**config.mk**
```make
export PLATFORM = sky130hd
export DESIGN_NAME = alarm_unit
export DESIGN_NICKNAME = d
export VERILOG_FILES = /design/src/rtl/alarm_unit.sv
export SDC_FILE = /design/constraint.sdc
export NUM_CORES = 1
export LEC_CHECK = 0
export ABC_AREA = 1
export BUFFER_PORTS_ARGS = -buffer_cell sky130_fd_sc_hd__buf_2
export CAP_MARGIN = 20
export CORE_ASPECT_RATIO = 1.2
export CORE_MARGIN = 2
export CORE_UTILIZATION = 44
export CTS_CLUSTER_SIZE = 10
export DETAILED_ROUTE_END_ITERATION = 8
export PLACE_DENSITY_LB_ADDON = 0.12
export SLEW_MARGIN = 30
export SYNTH_ARGS = -nofsm -noshare
export SYNTH_HDL_FRONTEND = slang
export SYNTH_SLANG_ARGS = --single-unit
```
**constraint.sdc**
```tcl
create_clock -name CLK -period 1.9 [get_ports CLK]
set_clock_uncertainty 0.05 [all_clocks]
set_input_delay 0.38 -clock CLK [delete_from_list [all_inputs] [get_ports CLK]]
set_output_delay 0.38 -clock CLK [all_outputs]
set_load 0.03 [all_outputs]
```
**src/rtl/alarm_unit.sv**
```systemverilog
// ---------------------------------------------------------------------------
// alarm_unit
//
// Alarm stage that sits behind the sec/min/hour BCD time counters. It holds a
// user-programmable alarm time (HH:MM in BCD), rings when the running time
// reaches HH:MM:00 while armed, and supports snooze, stop and an automatic
// ring timeout. The alarm digits are always visible on the AL* outputs so the
// display mux can show them while the user is setting the alarm.
//
// Ports:
//   CLK, RST            system clock, asynchronous active-low reset
//   EN1HZ               one-cycle tick per second from the prescaler
//   QLsec..QHhour       running time digits (BCD)
//   KEY_SET/HOUR/MIN    active-low buttons: toggle set mode, alarm hour +1,
//                       alarm minute +1
//   KEY_STOP/KEY_SNZ    active-low buttons: stop ring/snooze, snooze
//   SW_ARM              level switch, 1 = alarm armed
//   ALQLmin..ALQHhour   alarm time digits (BCD)
//   SETMODE/RING/SNOOZING  registered state indicators
// ---------------------------------------------------------------------------
module alarm_unit #(
    parameter int RING_SECS   = 60,
    parameter int SNOOZE_SECS = 300
) (
    input  logic       CLK,
    input  logic       RST,
    input  logic       EN1HZ,
    input  logic [3:0] QLsec,
    input  logic [2:0] QHsec,
    input  logic [3:0] QLmin,
    input  logic [2:0] QHmin,
    input  logic [3:0] QLhour,
    input  logic [1:0] QHhour,
    input  logic       KEY_SET,
    input  logic       KEY_HOUR,
    input  logic       KEY_MIN,
    input  logic       KEY_STOP,
    input  logic       KEY_SNZ,
    input  logic       SW_ARM,
    output logic [3:0] ALQLmin,
    output logic [2:0] ALQHmin,
    output logic [3:0] ALQLhour,
    output logic [1:0] ALQHhour,
    output logic       SETMODE,
    output logic       RING,
    output logic       SNOOZING
);

    typedef enum logic [1:0] {
        S_IDLE,
        S_SET,
        S_RINGING,
        S_SNOOZE
    } state_t;

    localparam int K_SET  = 0;
    localparam int K_HOUR = 1;
    localparam int K_MIN  = 2;
    localparam int K_STOP = 3;
    localparam int K_SNZ  = 4;

    localparam logic [8:0] RING_LIMIT   = 9'(RING_SECS);
    localparam logic [8:0] SNOOZE_LIMIT = 9'(SNOOZE_SECS);

    logic [4:0] keys_raw;
    logic [4:0] key_s1_q,   key_s1_d;
    logic [4:0] key_s2_q,   key_s2_d;
    logic [4:0] key_prev_q, key_prev_d;
    logic [4:0] press_q,    press_d;
    logic       arm_s1_q,   arm_s1_d;
    logic       arm_s2_q,   arm_s2_d;
    logic       match_q,    match_d;
    state_t     state_q,    state_d;
    logic [8:0] cnt_q,      cnt_d;
    logic [3:0] al_ql_min_q,  al_ql_min_d;
    logic [2:0] al_qh_min_q,  al_qh_min_d;
    logic [3:0] al_ql_hour_q, al_ql_hour_d;
    logic [1:0] al_qh_hour_q, al_qh_hour_d;
    logic       setmode_q,  setmode_d;
    logic       ring_q,     ring_d;
    logic       snoozing_q, snoozing_d;

    logic       match;
    logic       match_rise;
    logic       arm;
    logic [8:0] cnt_inc;

    // Minute digits count 00..59 and wrap without touching the hour.
    function automatic logic [6:0] inc_min(input logic [2:0] hi, input logic [3:0] lo);
        logic [2:0] r_hi;
        logic [3:0] r_lo;
        if (lo == 4'd9) begin
            r_lo = 4'd0;
            r_hi = (hi == 3'd5) ? 3'd0 : hi + 3'd1;
        end else begin
            r_lo = lo + 4'd1;
            r_hi = hi;
        end
        return {r_hi, r_lo};
    endfunction

    // Hour digits count 00..23; the ones digit rolls at 9 except at 23.
    function automatic logic [5:0] inc_hour(input logic [1:0] hi, input logic [3:0] lo);
        logic [1:0] r_hi;
        logic [3:0] r_lo;
        if (hi == 2'd2 && lo == 4'd3) begin
            r_hi = 2'd0;
            r_lo = 4'd0;
        end else if (lo == 4'd9) begin
            r_hi = hi + 2'd1;
            r_lo = 4'd0;
        end else begin
            r_hi = hi;
            r_lo = lo + 4'd1;
        end
        return {r_hi, r_lo};
    endfunction

    assign keys_raw = {KEY_SNZ, KEY_STOP, KEY_MIN, KEY_HOUR, KEY_SET};
    assign arm      = arm_s2_q;

    assign match = (QHhour == al_qh_hour_q) && (QLhour == al_ql_hour_q) &&
                   (QHmin  == al_qh_min_q)  && (QLmin  == al_ql_min_q)  &&
                   (QHsec  == 3'd0)         && (QLsec  == 4'd0);

    // Only the first cycle of a match counts, so arming while the time is
    // already parked on HH:MM:00 never rings.
    assign match_rise = match && !match_q;

    assign cnt_inc = cnt_q + 9'd1;

    always_comb begin
        key_s1_d     = keys_raw;
        key_s2_d     = key_s1_q;
        key_prev_d   = key_s2_q;
        // Falling edge of the synchronised key, registered once more so the
        // press pulse is a clean flop output.
        press_d      = key_prev_q & ~key_s2_q;
        arm_s1_d     = SW_ARM;
        arm_s2_d     = arm_s1_q;
        match_d      = match;
        state_d      = state_q;
        cnt_d        = cnt_q;
        al_ql_min_d  = al_ql_min_q;
        al_qh_min_d  = al_qh_min_q;
        al_ql_hour_d = al_ql_hour_q;
        al_qh_hour_d = al_qh_hour_q;

        unique case (state_q)
            S_IDLE: begin
                if (press_q[K_SET]) begin
                    state_d = S_SET;
                end else if (match_rise && arm) begin
                    state_d = S_RINGING;
                end
            end
            S_SET: begin
                if (press_q[K_HOUR]) begin
                    {al_qh_hour_d, al_ql_hour_d} = inc_hour(al_qh_hour_q, al_ql_hour_q);
                end
                if (press_q[K_MIN]) begin
                    {al_qh_min_d, al_ql_min_d} = inc_min(al_qh_min_q, al_ql_min_q);
                end
                if (press_q[K_SET]) begin
                    state_d = S_IDLE;
                end
            end
            S_RINGING: begin
                if (press_q[K_STOP]) begin
                    state_d = S_IDLE;
                end else if (press_q[K_SNZ]) begin
                    state_d = S_SNOOZE;
                end else if (press_q[K_SET]) begin
                    state_d = S_SET;
                end else if (!arm) begin
                    state_d = S_IDLE;
                end else if (EN1HZ) begin
                    cnt_d = cnt_inc;
                    if (cnt_inc == RING_LIMIT) begin
                        state_d = S_IDLE;
                    end
                end
            end
            S_SNOOZE: begin
                if (press_q[K_STOP]) begin
                    state_d = S_IDLE;
                end else if (press_q[K_SET]) begin
                    state_d = S_SET;
                end else if (!arm) begin
                    state_d = S_IDLE;
                end else if (EN1HZ) begin
                    cnt_d = cnt_inc;
                    if (cnt_inc == SNOOZE_LIMIT) begin
                        state_d = S_RINGING;
                    end
                end
            end
            default: begin
                state_d = S_IDLE;
            end
        endcase

        // Every state starts its own timing window from zero.
        if (state_d != state_q) begin
            cnt_d = '0;
        end

        setmode_d  = (state_d == S_SET);
        ring_d     = (state_d == S_RINGING);
        snoozing_d = (state_d == S_SNOOZE);
    end

    always_ff @(posedge CLK or negedge RST) begin
        if (!RST) begin
            key_s1_q     <= '1;
            key_s2_q     <= '1;
            key_prev_q   <= '1;
            press_q      <= '0;
            arm_s1_q     <= 1'b0;
            arm_s2_q     <= 1'b0;
            match_q      <= 1'b0;
            state_q      <= S_IDLE;
            cnt_q        <= '0;
            al_ql_min_q  <= '0;
            al_qh_min_q  <= '0;
            al_ql_hour_q <= '0;
            al_qh_hour_q <= '0;
            setmode_q    <= 1'b0;
            ring_q       <= 1'b0;
            snoozing_q   <= 1'b0;
        end else begin
            key_s1_q     <= key_s1_d;
            key_s2_q     <= key_s2_d;
            key_prev_q   <= key_prev_d;
            press_q      <= press_d;
            arm_s1_q     <= arm_s1_d;
            arm_s2_q     <= arm_s2_d;
            match_q      <= match_d;
            state_q      <= state_d;
            cnt_q        <= cnt_d;
            al_ql_min_q  <= al_ql_min_d;
            al_qh_min_q  <= al_qh_min_d;
            al_ql_hour_q <= al_ql_hour_d;
            al_qh_hour_q <= al_qh_hour_d;
            setmode_q    <= setmode_d;
            ring_q       <= ring_d;
            snoozing_q   <= snoozing_d;
        end
    end

    assign ALQLmin  = al_ql_min_q;
    assign ALQHmin  = al_qh_min_q;
    assign ALQLhour = al_ql_hour_q;
    assign ALQHhour = al_qh_hour_q;
    assign SETMODE  = setmode_q;
    assign RING     = ring_q;
    assign SNOOZING = snoozing_q;

endmodule

```
==> impl_metrics.json, run 1 <==
{
  "hold_slack_ns": 0.125,
  "fill_cells": 491,
  "die_h_um": 85.7,
  "die_width_um": 72.0,
  "ant_nets": 0,
  "gp_congestion": 0.845,
  "clock-root-buffer": "clkbuf_8",
  "crit_type": "flop to flop",
  "synth_top_area_share_pct": 35.8,
  "crit_required_ns": 2.09,
  "critical_path.max_fanout": 5,
  "finalPower_w": 0.00303,
  "synthArstFlopShare_pct": 100,
  "vias": 1953,
  "fmax_mhz": 501,
  "drt-initial-drc-count": 62,
  "postLayoutCellArea_sq_mm": 0.00310,
  "failed_checks": "setup timing",
  "layout-drive-gt1-share_pct": 36.4,
  "dp_hpwl_mm": 3.47,
  "relSlewSlack_pct": 71.4,
  "utilization_pct": 58.1,
  "drt_drc_violations_left": 0,
  "cts_buffer_depth": 2,
  "synth.area.top_cells": "dfrtp_1 (36%), dfstp_2 (16%), nand2_1 (8.9%)",
  "crit_path_max_incr_delay_ns": 0.42,
  "track_usage_pct": 16.8,
  "worst_pin_slew_ns": 0.429,
  "avgSynthCellArea_sq_um": 8.83,
  "worst-endpoint-arrival_ns": 2.19,
  "antenna_found_initial": 0,
  "clock_sinks": 50,
  "ys_seq_area_share_pct": 51.9,
  "start_util_pct": 45.8,
  "vias_per_cell": 4.79,
  "synth-edff-count": 0,
  "netlist_instances": 277,
  "crit_family": "simple AND/OR/NAND/NOR gates",
  "post_drt_wl_per_cell_um": 11.6,
  "core_area_sq_mm": 0.00533,
  "yosys.area.top_type": "dfrtp_1",
  "slew_violations": 0,
  "cp.buffers_inverters": 2,
  "synth_flop_cell": "dfrtp_1",
  "multiInputGateArea_sq_mm": 0.00110,
  "grt_max_degree": 35,
  "fin_nets": 376,
  "diodes": 0,
  "ys_ff_latch": 50,
  "yosysUniqueCellTypes": 34,
  "dpl_cell_area_sq_mm": 0.00284,
  "start_kind": "flop",
  "max_cap_violations": 0,
  "clkSlewWorstSetupHoldPaths_ns": 0.09,
  "vdd_drop_max_mv": 0.637,
  "tns_ns": -0.674,
  "portBuffers": 44,
  "ios": 45,
  "area_growth_pct": 26.8,
  "status": "finished with violations",
  "fin_crit_sh_pct": 105,
  "min_path_type": "primary input to flop",
  "power_leakage_nw": 1.51,
  "grt_pass1_wl_mm": 8.22,
  "ys_top_cells_by_count": "nand2_1 (58), dfrtp_1 (35), inv_1 (33), nor2_1 (33), dfstp_2 (15)",
  "cp_common_cell": "nand2_1",
  "row_count": 29,
  "end_kind": "flop",
  "wl_mm": 4.74,
  "seqCellArea_sq_mm": 0.00127,
  "numCtsBuffers": 5,
  "first_global_vias": 1941,
  "hold_viol_final": 0,
  "netlist_area_sq_mm": 0.00244,
  "setup_viol": 9,
  "synth_warnings": 0,
  "crit_chain": "ha_4 > nand2_4 > buf_6 > o21bai_1 > nand2_1 > nand2_2 > nor2_4 > nand2_1 > nand2_1 > nand2_1 > nand2_2 > o211ai_1 > nand2_1 > inv_2 > nand2_8 > nor2_4",
  "tritoncts": "built",
  "syn_nets": 308,
  "die_area_sq_mm": 0.00617,
  "overflow": 0,
  "worst_slack_ns": -0.0975,
  "fin_crit_ns": 2.00,
  "first_pass_iters": 4,
  "clock_latency_ns": 0.30,
  "htree_levels": 2,
  "cp_slowest_cell": "dfrtp_1",
  "power_density_mw_per_mm2": 978,
  "synth_most_common_cell": "nand2_1",
  "grt_setup_unrepaired": "true"
}
metal layers:
metal / GRT usage, % / wire [um] / up-vias
met2: 29.6 / 2480 / 37
li1: - / - / 996
met5: 0 / 0 / -
met4: 6.35 / 73 / 0
met1: 19.7 / 2040 / 914
met3: 3.76 / 149 / 6
sequential cells by signal, summed over array words and instances, names as in the netlist:
name and count:
RING 1, key_prev_d 5, key_s1_q 5, key_prev_q 5, ALQHhour 2, ALQLmin 4, ALQLhour 4, match_q 1
cnt_q 9, ALQHmin 3, SNOOZING 1, arm 1, press_q 5, arm_s1_q 1, state_q 2, SETMODE 1
cell usage in the layout, fill, tap and decap left out, drive strengths merged, types with 4 or more instances in the layout:
cell type	synthesis	layout
buf	1	60
nor3	7	7
nand2	62	63
o21ai	12	12
dfstp	15	15
clkbuf	0	8
dfrtp	35	35
xnor2	9	9
inv	38	38
a21oi	4	4
nor2	48	48
nand4	4	4
nand3	17	17
xor2	8	8
stage by stage:
stage | setup WS, ns | cells
global placement | -0.0371 | 393
finish | -0.0975 | 408
detailed placement | -0.0942 | 393
floorplan | -0.00322 | 277
CTS | -0.109 | 404
global route | -0.286 | 408
power by group:
group / switching [W] / total [W] / internal, W
Combinational: 0.000579 / 0.000908 / 0.000330
Clock: 0.000348 / 0.000803 / 0.000456
Sequential: 0.000111 / 0.00132 / 0.00121
Total: 0.00104 / 0.00303 / 0.00199
final timing paths:
kind / from / to / slack [ns] / cells past startpoint
max: cnt_q[1] / cnt_q[3] / -0.1 / 16
min: KEY_HOUR / key_s1_q[1] / 0.12 / 1
max reg2reg: cnt_q[1] / cnt_q[3] / -0.1 / 16
min reg2reg: arm_s1_q / arm / 0.30 / 0
max in group asynchronous: RST / key_s1_q[0] / 0.71 / 3
min in group asynchronous: RST / ALQHmin[1] / 0.49 / 2
cell type report:
cell class	count	area share (%)
inverter	39	4.72
tap	62	2.50
timing repair buffer	61	12.1
sequential	50	41.0
clock buffer	8	4.28
multi-input combinational	188	35.4
cells by family after synthesis:
logic type	share of synthesized area (%)
and+or+nand+nor	29.2
DFF	51.9
buffers and inverters	6.19
AOI/OAI and AO/OA	5.17
xor gates and xnor gates	6.09
adders and majority gates	1.02
muxes	0.409
repair_timing:
item                                    CTS  global route
resized for setup                         1            18
pin swaps                                 0            10
setup buffers                             1             4
endpoints found under the setup margin   13            14
gates cloned                              1             0
hold endpoints to repair                 16             0
hold buffers                              1             0
No activity file was read; power rests on OpenSTA's default activity.
==> run 2: changes to the inputs <==
--- a/config.mk
+++ b/config.mk
@@ -5,7 +5,6 @@
 export SDC_FILE = /design/constraint.sdc
 export NUM_CORES = 1
 export LEC_CHECK = 0
-export ABC_AREA = 1
 export BUFFER_PORTS_ARGS = -buffer_cell sky130_fd_sc_hd__buf_2
 export CAP_MARGIN = 20
 export CORE_ASPECT_RATIO = 1.2
==> run 2 against run 1 <==
Effect of this change: the flow still finishes with violations (setup timing); flip-flop and latch count did not move; sequential power rose by 4%; register-to-register slack improved by 0.05 ns; sequential share of layout area grew 0.19 points; utilization is 1.4 points higher; power up 2.3%; critical path type unchanged; largest cell class unchanged.
==> impl_metrics.json, run 2 <==
{
  "gp_congestion": 0.888,
  "vias": 1836,
  "track_usage_pct": 17.7,
  "seq_power_share_pct": 44.1,
  "cts_buffer_depth": 2,
  "crit_start": "cnt_q[0]",
  "die_h_um": 83.8,
  "start_util_pct": 45.0,
  "clkPwrFrac_pct": 22.1,
  "layout.cells.most_common": "buf_2",
  "power.switching_w": 0.00110,
  "postLayoutCellArea_sq_mm": 0.00309,
  "netSwitchingFraction_pct": 35.3,
  "vias_per_cell": 5.19,
  "hold_viol_final": 0,
  "syn_nets": 247,
  "overflow": 0,
  "synth_warnings": 0,
  "worst_pin_slew_ns": 0.506,
  "failed_checks": "setup timing",
  "power_leakage_nw": 1.32,
  "r2r_start": "cnt_q[0]",
  "htree_levels": 2,
  "hold_depth": 1,
  "fin_crit_ns": 1.94,
  "synth_flop_cell": "dfrtp_1",
  "worst_slack_ns": -0.0436,
  "end_kind": "flop",
  "fin_crit_sh_pct": 102,
  "dpl_cell_area_sq_mm": 0.00282,
  "drt-initial-drc-count": 100,
  "start_kind": "flop",
  "worst-endpoint-arrival_ns": 2.07,
  "diodes": 0,
  "netlist_area_sq_mm": 0.00234,
  "clock_sinks": 50,
  "clock-root-buffer": "clkbuf_8",
  "r2r_setup_slack_ns": -0.04,
  "die_area_sq_mm": 0.00591,
  "critical_path.max_fanout": 8,
  "synthArstFlopShare_pct": 100,
  "fmax_mhz": 515,
  "min_path_type": "primary input to flop",
  "ys_top_cells_by_count": "dfrtp_1 (35), xnor2_1 (18), nor3_1 (16)",
  "grt_setup_unrepaired": "true",
  "tritoncts": "built",
  "layout-drive-gt1-share_pct": 41.4,
  "vdd_drop_max_mv": 0.770,
  "clock_latency_ns": 0.30,
  "relSlewSlack_pct": 66.3,
  "fin_nets": 322,
  "crit_path_max_incr_delay_ns": 0.43,
  "combPwrFrac_pct": 33.8,
  "synth_most_common_cell": "dfrtp_1",
  "synth_top_area_share_pct": 37.5,
  "synth.area.top_cells": "dfrtp_1 (37%), dfstp_2 (17%), xnor2_1 (6.7%)",
  "area_growth_pct": 32.1,
  "first_pass_iters": 4,
  "r2r-end": "cnt_q[6]",
  "setup_viol": 9,
  "drt_drc_violations_left": 0,
  "ant_nets": 0,
  "finalPower_w": 0.00310,
  "wl_mm": 5.00,
  "cp_common_cell": "buf_6",
  "synth-edff-count": 0,
  "post_drt_wl_per_cell_um": 14.1,
  "yosysUniqueCellTypes": 41,
  "portBuffers": 44,
  "antenna_found_initial": 0,
  "crit_type": "flop to flop",
  "multiInputGateArea_sq_mm": 0.00115,
  "dp_hpwl_mm": 3.54,
  "avgSynthCellArea_sq_um": 10.8,
  "min_to": "key_s1_q[0]",
  "fill_cells": 447,
  "crit_required_ns": 2.03,
  "p_int_w": 0.00201,
  "max_cap_violations": 0,
  "ios": 45,
  "die_width_um": 70.5,
  "numCtsBuffers": 5,
  "mostFrequentLayoutCells": "buf_2 (44), dfrtp_1 (33), buf_4 (24), xnor2_1 (18), dfstp_2 (15)",
  "netlist_instances": 216,
  "grt_max_degree": 35,
  "largest_reg_flops": 9,
  "row_count": 29,
  "ys_seq_area_share_pct": 54.3,
  "rr_worst_depth": 9,
  "grt_pass1_wl_mm": 8.37,
  "clkSlewWorstSetupHoldPaths_ns": 0.09,
  "seqCellArea_sq_mm": 0.00127,
  "hold_start": "KEY_SET",
  "first_global_vias": 1875,
  "status": "finished with violations",
  "power_density_mw_per_mm2": 1000,
  "slew_violations": 0,
  "crit_chain": "ha_4 > buf_6 > and2_4 > a21oi_2 > o21ai_1 > nand4_1 > buf_6 > a41oi_4 > nor3_2",
  "regMostFlops": "cnt_q",
  "yosys.area.top_type": "dfrtp_1",
  "cp_slowest_cell": "dfrtp_1",
  "ys_ff_latch": 50,
  "core_area_sq_mm": 0.00519
}
==> run 2: cell count changes after synthesis, sizes merged, moves of 9 or more <==
cell	before	now
nand3	17	7
nor3	7	16
nor2	48	9
nand2	62	15
nor2b	0	14
inv	38	4
xnor2	9	18
==> run 2: critical path: cells and delay by family, from the launching register on <==
| kind | cells | cell delay [ns] |
|---|---|---|
| fa+ha+maj | 1 | 0.17 |
| simple gates | 3 | 0.37 |
| compound gates | 3 | 0.50 |
| flops | 1 | 0.43 |
| buf+inv | 2 | 0.30 |
==> run 2: worst max path at each step <==
stage	end	slack, ns
6_report	cnt_q[6]	-0.04
5_1_grt	cnt_q[6]	-0.13
4_1_cts	cnt_q[2]	-0.03
3_5_place_dp	cnt_q[6]	-0.09
3_3_place_gp	cnt_q[5]	-0.02
2_1_floorplan	cnt_q[0]	0.002
==> run 2: logic make-up after synthesis <==
family,count (synthesis),synth area share [%]
buffers and inverters,10,2.19
adders and majority gates,2,1.07
DFF,50,54.3
and+or+nand+nor,94,22.6
xor gates and xnor gates,28,10.5
AOI/OAI and AO/OA,27,7.07
muxes,5,2.19
==> run 2: timing repair <==
action                                  4_1_cts  5_1_grt
endpoints found under the setup margin       13       15
endpoints found under the hold margin        16        0
resized for setup                             7       22
hold buffers                                  1        0
setup buffers                                 2        0
cloned                                        1        0
pin swaps                                     9        9
==> run 2: through the flow <==
stage / hold slack [ns] / cells / setup slack, ns / setup TNS (ns) / utilization, %
2_1_floorplan: 0.0344 / 216 / 0.00210 / 0 / -
3_3_place_gp: 0.279 / 342 / -0.0221 / -0.190 / 54.3
3_5_place_dp: 0.287 / 342 / -0.0923 / -0.701 / 54.3
4_1_cts: 0.116 / 354 / -0.0254 / -0.101 / 57.7
5_1_grt: 0.0991 / 354 / -0.131 / -1.21 / 59.5
6_report: 0.125 / 354 / -0.0436 / -0.0923 / 59.5
==> run 2: cell type report <==
class	instances	area share [%]
inverters	4	0.486
clock inverters	1	0.243
multi-input cells	157	37.4
clock buffers	7	3.16
repair buffers	73	15.0
well taps	62	2.51
flip-flops and latches	50	41.2
==> run 2: power groups by stage <==
stage               sequential [W]  combinational (W)  clock (W)
finish                     0.00137            0.00105   0.000685
CTS                        0.00137            0.00106   0.000703
floorplan                  0.00164           0.000384          0
global placement           0.00138            0.00104          0
global route               0.00140            0.00115   0.000750
detailed placement         0.00139            0.00105          0
==> run 2: metal layers <==
metal	vias up	global-route usage, %	routed length [um]
met5	-	0	0
met4	0	7.38	75
met3	6	3.74	205
met2	42	30.0	2530
met1	881	21.8	2190
li1	907	-	-
